File: src/rtl/ecc25519_pkg.sv
// ecc25519_pkg
// Shared constants and types for the Curve25519 field arithmetic blocks.
//   W        : field width (255), p = 2^W - C
//   C        : fold constant (19)
//   PW       : unreduced product width (2*W = 510)
//   P_25519  : the field modulus p as a W-bit constant
//   state_t  : reducer FSM state encoding (3 bits)
package ecc25519_pkg;

  localparam int W  = 255;
  localparam int C  = 19;
  localparam int PW = 2 * W;

  // 2^255 - 19: 250 ones followed by 0b01101 (0x...ffed).
  localparam logic [W-1:0] P_25519 = {{(W-5){1'b1}}, 5'b01101};

  typedef enum logic [2:0] {
    IDLE  = 3'd0,
    FOLD1 = 3'd1,
    FOLD2 = 3'd2,
    FOLD3 = 3'd3,
    CSUB  = 3'd4,
    DONE  = 3'd5
  } state_t;

endpackage

File: src/rtl/mod25519_fold.sv
// mod25519_fold
// Combinational fold step sum = lo + 19*hi, built from shifts and adds only.
// The output is wide enough that no carry is ever dropped.
//   lo_i  [LO_W-1:0]  : low part of the operand (below 2^W)
//   hi_i  [HI_W-1:0]  : high part of the operand (multiplied by 19)
//   sum_o [OUT_W-1:0] : lo_i + 19*hi_i
module mod25519_fold #(
  parameter int LO_W  = 255,
  parameter int HI_W  = 255,
  parameter int OUT_W = ((LO_W > HI_W + 5) ? LO_W : HI_W + 5) + 1
) (
  input  logic [LO_W-1:0]  lo_i,
  input  logic [HI_W-1:0]  hi_i,
  output logic [OUT_W-1:0] sum_o
);

  logic [OUT_W-1:0] hi_ext;

  assign hi_ext = OUT_W'(hi_i);

  // 19*hi = 16*hi + 2*hi + hi
  assign sum_o = OUT_W'(lo_i) + (hi_ext << 4) + (hi_ext << 1) + hi_ext;

endmodule

File: src/rtl/mod25519_reduce_seq.sv
// mod25519_reduce_seq
// Multi-cycle reducer of a 510-bit product modulo p = 2^255 - 19. Three fold
// passes through one shared fold unit, then a single conditional subtract,
// giving the canonical residue in [0, p-1]. Valid/ready on both sides.
//   clk       : rising-edge clock
//   rst       : synchronous active-low reset
//   prod_in   : unreduced product, any 510-bit value
//   in_valid  : prod_in valid
//   in_ready  : block can accept (IDLE only)
//   res_out   : canonical residue
//   out_valid : res_out valid (DONE only)
//   out_ready : consumer accepts res_out
//   busy      : high whenever not IDLE
module mod25519_reduce_seq #(
  parameter int W  = ecc25519_pkg::W,
  parameter int C  = ecc25519_pkg::C,
  parameter int PW = 2 * W
) (
  input  logic          clk,
  input  logic          rst,
  input  logic [PW-1:0] prod_in,
  input  logic          in_valid,
  output logic          in_ready,
  output logic [W-1:0]  res_out,
  output logic          out_valid,
  input  logic          out_ready,
  output logic          busy
);
  import ecc25519_pkg::*;

  localparam int HW = PW - W;                               // high-half width
  localparam int TW = ((W > HW + 5) ? W : HW + 5) + 1;      // first-fold width (261)
  localparam logic [W-1:0] P_MOD = {W{1'b1}} - W'(C - 1);   // 2^W - C

  state_t          state_q, state_d;
  logic [PW-1:0]   x_q, x_d;
  logic [TW-1:0]   t_q, t_d;
  logic [W-1:0]    res_q, res_d;

  logic [W-1:0]    fold_lo;
  logic [HW-1:0]   fold_hi;
  logic [TW-1:0]   fold_sum;
  logic            ge_p;

  mod25519_fold #(
    .LO_W  (W),
    .HI_W  (HW),
    .OUT_W (TW)
  ) u_fold (
    .lo_i  (fold_lo),
    .hi_i  (fold_hi),
    .sum_o (fold_sum)
  );

  // No borrow from t3 - p exactly when t3 >= p. After three folds t3 < 2p,
  // so one subtract is enough; the low W bits of the difference are the result.
  assign ge_p = (t_q[W:0] >= {1'b0, P_MOD});

  always_comb begin
    state_d = state_q;
    x_d     = x_q;
    t_d     = t_q;
    res_d   = res_q;
    // The shared fold unit sees x by default; FOLD2/FOLD3 steer it onto t.
    fold_lo = x_q[W-1:0];
    fold_hi = x_q[PW-1:W];

    unique case (state_q)
      IDLE: begin
        if (in_valid) begin
          x_d     = prod_in;
          state_d = FOLD1;
        end
      end
      FOLD1: begin
        t_d     = fold_sum;
        state_d = FOLD2;
      end
      FOLD2: begin
        fold_lo = t_q[W-1:0];
        fold_hi = HW'(t_q[TW-1:W]);
        t_d     = fold_sum;
        state_d = FOLD3;
      end
      FOLD3: begin
        // Only bit W of t2 can be set above the low field, so hi is 0 or 1.
        fold_lo = t_q[W-1:0];
        fold_hi = HW'(t_q[W]);
        t_d     = fold_sum;
        state_d = CSUB;
      end
      CSUB: begin
        res_d   = ge_p ? (t_q[W-1:0] - P_MOD) : t_q[W-1:0];
        state_d = DONE;
      end
      DONE: begin
        if (out_ready) begin
          state_d = IDLE;
        end
      end
      default: begin
        state_d = IDLE;
      end
    endcase
  end

  always_ff @(posedge clk) begin
    if (!rst) begin
      state_q <= IDLE;
      x_q     <= '0;
      t_q     <= '0;
      res_q   <= '0;
    end else begin
      state_q <= state_d;
      x_q     <= x_d;
      t_q     <= t_d;
      res_q   <= res_d;
    end
  end

  assign in_ready  = (state_q == IDLE);
  assign busy      = (state_q != IDLE);
  assign out_valid = (state_q == DONE);
  assign res_out   = res_q;

endmodule

File: config.mk
export PLATFORM = sky130hd
export DESIGN_NAME = mod25519_reduce_seq
export DESIGN_NICKNAME = d
export VERILOG_FILES = /design/src/rtl/ecc25519_pkg.sv /design/src/rtl/mod25519_fold.sv /design/src/rtl/mod25519_reduce_seq.sv
export SDC_FILE = /design/constraint.sdc
export NUM_CORES = 2
export LEC_CHECK = 0
export CAP_MARGIN = 15
export CORE_MARGIN = 3
export CORE_UTILIZATION = 40
export DETAILED_ROUTE_END_ITERATION = 6
export GPL_ROUTABILITY_DRIVEN = 0
export PLACE_DENSITY = 0.66
export SKIP_CTS_REPAIR_TIMING = 1
export SYNTH_ARGS = -nofsm -noshare
export SYNTH_HDL_FRONTEND = slang
export SYNTH_SLANG_ARGS = --single-unit
File: constraint.sdc
create_clock -name clk -period 9.7 [get_ports clk]
set_clock_uncertainty 0.15 [all_clocks]
set_input_delay 0.97 -clock clk [delete_from_list [all_inputs] [get_ports clk]]
set_output_delay 0.97 -clock clk [all_outputs]
set_load 0.03 [all_outputs]
==> impl_metrics.py <==
metrics = {
    "grt": {
        "antenna_found_initial": 11,
        "grt_max_degree": 220,
        "grt_pass1_wl_um": 551000,
        "grt_usage": 0.313,
        "grt_pass1_vias": 88300,
        "overflow": 0,
    },
    "worst_setup_path": {
        "cp_common_cell": "nand2_1",
        "arrival_ns": 10.13,
        "critPathRequiredTime_ns": 10.27,
        "criticalPathCategory": "reg -> reg",
        "critPathSlowestCell": "or4_1",
        "critPathLaunchType": "register",
        "critical_path_peak_fanout": 18,
        "crit_path_max_incr_delay_ns": 0.55,
        "worstSetupEndpointType": "register",
    },
    "logic_synthesis": {
        "synthCells": 12600,
        "yosysTopAreaCell": "dfxtp_1",
        "syn_area_per_cell_um2": 7.07,
        "yosysSeqAreaShare": 0.232,
        "synth_edf_count": 0,
        "synth_seq_cells": 1029,
        "syn_nets": 13800,
        "synth_top_area_share": 0.232,
        "syn-cell-area_um2": 88700,
        "yosys-top-cells-area": "dfxtp_1, nand2_1, ha_1",
        "yosysWarnings": 0,
        "ys_types": 85,
        "synth_flop_cell": "dfxtp_1",
        "async_reset_ff_frac": 0,
    },
    "power_and_ir_drop": {
        "clkPwrFrac": 0.251,
        "p_switching_mw": 8.19,
        "leakage_nw": 48.4,
        "seq_power_share": 0.281,
        "switching_share": 0.429,
        "combPwrFrac": 0.468,
        "max-vdd-ir-drop_mv": 0.151,
        "powerDensity_nw_per_um2": 174,
        "p_int_mw": 10.9,
        "p_total_mw": 19.1,
    },
    "timing": {
        "slew_violations": 0,
        "fin_crit_ns": 9.56,
        "worst_slew_pin_slew_ns": 1.17,
        "timing.fmax_mhz": 105,
        "slew-limit-headroom": 0.215,
        "hold_viol_final": 0,
        "hold_ws_ns": 0.312,
        "finalCritPeriodShare": 0.986,
        "setup_viol": 0,
    },
    "cts": {
        "clkTransAtPathRegs_ns": 0.06,
        "cts_root_buf": "clkbuf_16",
        "htreeDepth": 3,
        "cts_buffer_depth": 3,
        "numCtsBuffers": 117,
        "insertion_delay_ns": 0.84,
        "clock_sinks": 1029,
        "cts_tree": "built",
    },
    "min_path": {
        "hp-class": "reg -> reg",
    },
    "run": {
        "maxCapViolCount": 0,
    },
    "placement": {
        "placed_cell_area_um2": 105000,
        "hpwl_um": 305000,
        "port-buffer-count": 771,
    },
    "floorplan": {
        "die_h_um": 477,
        "die_area_um2": 228000,
        "num_rows": 172,
        "start_util": 0.403,
        "die_x_um": 477,
        "core-area_um2": 220000,
        "num_io_pins": 772,
    },
    "routing": {
        "ant_nets": 0,
        "vias": 95500,
        "drc": 0,
        "wl_um": 378000,
        "post_drt_wl_per_cell_um": 22.6,
        "drtIter0Drc": 10700,
        "first_pass_iters": 7,
        "via_per_inst": 5.72,
    },
    "final_layout": {
        "final_cell_mix": "nand2_1, dfxtp_1, a21oi_1",
        "finalInstanceArea_um2": 110000,
        "fin_nets": 14900,
        "final_common_cell": "nand2_1",
        "syn_to_final_growth_pct": 23.5,
        "layout-drive-gt1-share": 0.0978,
    },
    "status": {
        "status": "finished, final reports clean",
    },
}
==> worst paths after layout <==
path	from	endpoint	slack [ns]	cells after the start
worst min-delay path	x_q[409]$_SDFFE_PN0P_	x_q[409]$_SDFFE_PN0P_	0.31	2
worst max-delay path	state_q[1]$_SDFFE_PN0P_	t_q[258]$_SDFFE_PN0P_	0.14	40
worst min register to register	x_q[409]$_SDFFE_PN0P_	x_q[409]$_SDFFE_PN0P_	0.31	2
worst max register to register	state_q[1]$_SDFFE_PN0P_	t_q[258]$_SDFFE_PN0P_	0.14	40
==> synthesized netlist by cell type, types with 10 or more instances <==
master     number
nand2_1      3035
dfxtp_1      1029
a21oi_1       986
o21ai_0       869
clkbuf_1      724
inv_1         664
a21boi_0      595
nor2_1        585
ha_1          523
xnor2_1       394
xor2_1        368
nand4_1       343
and2_1        331
a21o_1        276
fa_1          239
nand3_1       213
o21bai_1      197
o211a_1       149
nor3_1        146
o21a_1         71
or3_1          69
nor4_1         68
a31oi_1        63
and3_1         53
o31ai_1        53
or2_2          43
and4_1         41
nand2b_1       38
nor2b_1        37
a211oi_1       32
o211ai_1       30
a221oi_1       20
buf_1          17
o221ai_1       17
or4_1          17
mux2i_1        14
a41oi_1        12
nand3b_1       12
a211o_1        11
o31a_1         11
o41ai_1        11
a2111oi_0      10
a31o_2         10
==> routing by layer <==
| layer | vias up | track usage | wire length (µm) |
|---|---|---|---|
| met2 | 4822 | 0.465 | 156000 |
| li1 | 45100 | - | - |
| met4 | 8 | 0.205 | 30400 |
| met3 | 1113 | 0.0768 | 38100 |
| met1 | 44400 | 0.401 | 153000 |
| met5 | - | 0 | 50 |
==> state kept, by name (all words and copies together), names as in the netlist <==
name / flops
t_q: 261
res_out: 255
x_q: 510
state_q: 3
==> area by class of cell <==
cell class / count / area, µm²
antenna: 9 / 22.5
clock buffer: 164 / 3410
clock inverter: 56 / 691
fill: 22000 / 111000
inverter: 664 / 2490
multi-input combinational: 10100 / 63500
sequential: 1029 / 20600
tap: 2958 / 3700
timing repair buffer: 1711 / 15200
==> worst max-delay path, delay by kind of cell (launching register included) <==
family          cells  cell delay [ns]
simple gates       16             3.99
flops               1             0.38
compound gates     13             2.61
fa+ha+maj           3             1.03
xor+xnor            2             0.29
buf+inv             6             0.97
==> power groups by stage <==
stage          combinational [mW]  clock (mW)  sequential (mW)
2_1_floorplan                5.22           0             5.20
3_3_place_gp                 8.57           0             5.42
3_5_place_dp                 8.59           0             5.42
4_1_cts                      8.65        4.85             5.33
5_1_grt                      9.68        5.00             5.40
6_report                     8.94        4.79             5.37
==> logic make-up after synthesis <==
kind of cell    Yosys count  share of synthesized area
compound gates         3493                      0.249
xor+xnor                762                     0.0752
fa+ha+maj               764                      0.128
buf+inv                1417                     0.0602
flops                  1029                      0.232
mux                      18                    0.00209
simple gates           5071                      0.254
==> per-stage QoR <==
| step | utilization | setup WS, ns | TNS (ns) | instances |
|---|---|---|---|---|
| after floorplan | - | 0.0643 | 0 | 12600 |
| final | 0.498 | 0.139 | 0 | 16700 |
| after global routing | 0.498 | -0.0399 | -0.0773 | 16700 |
| after CTS | 0.494 | -0.698 | -7.81 | 16700 |
| after global placement | 0.475 | -0.461 | -2.64 | 16500 |
| after detailed placement | 0.475 | -0.626 | -5.09 | 16500 |
Power figures use the tool's default switching activity.
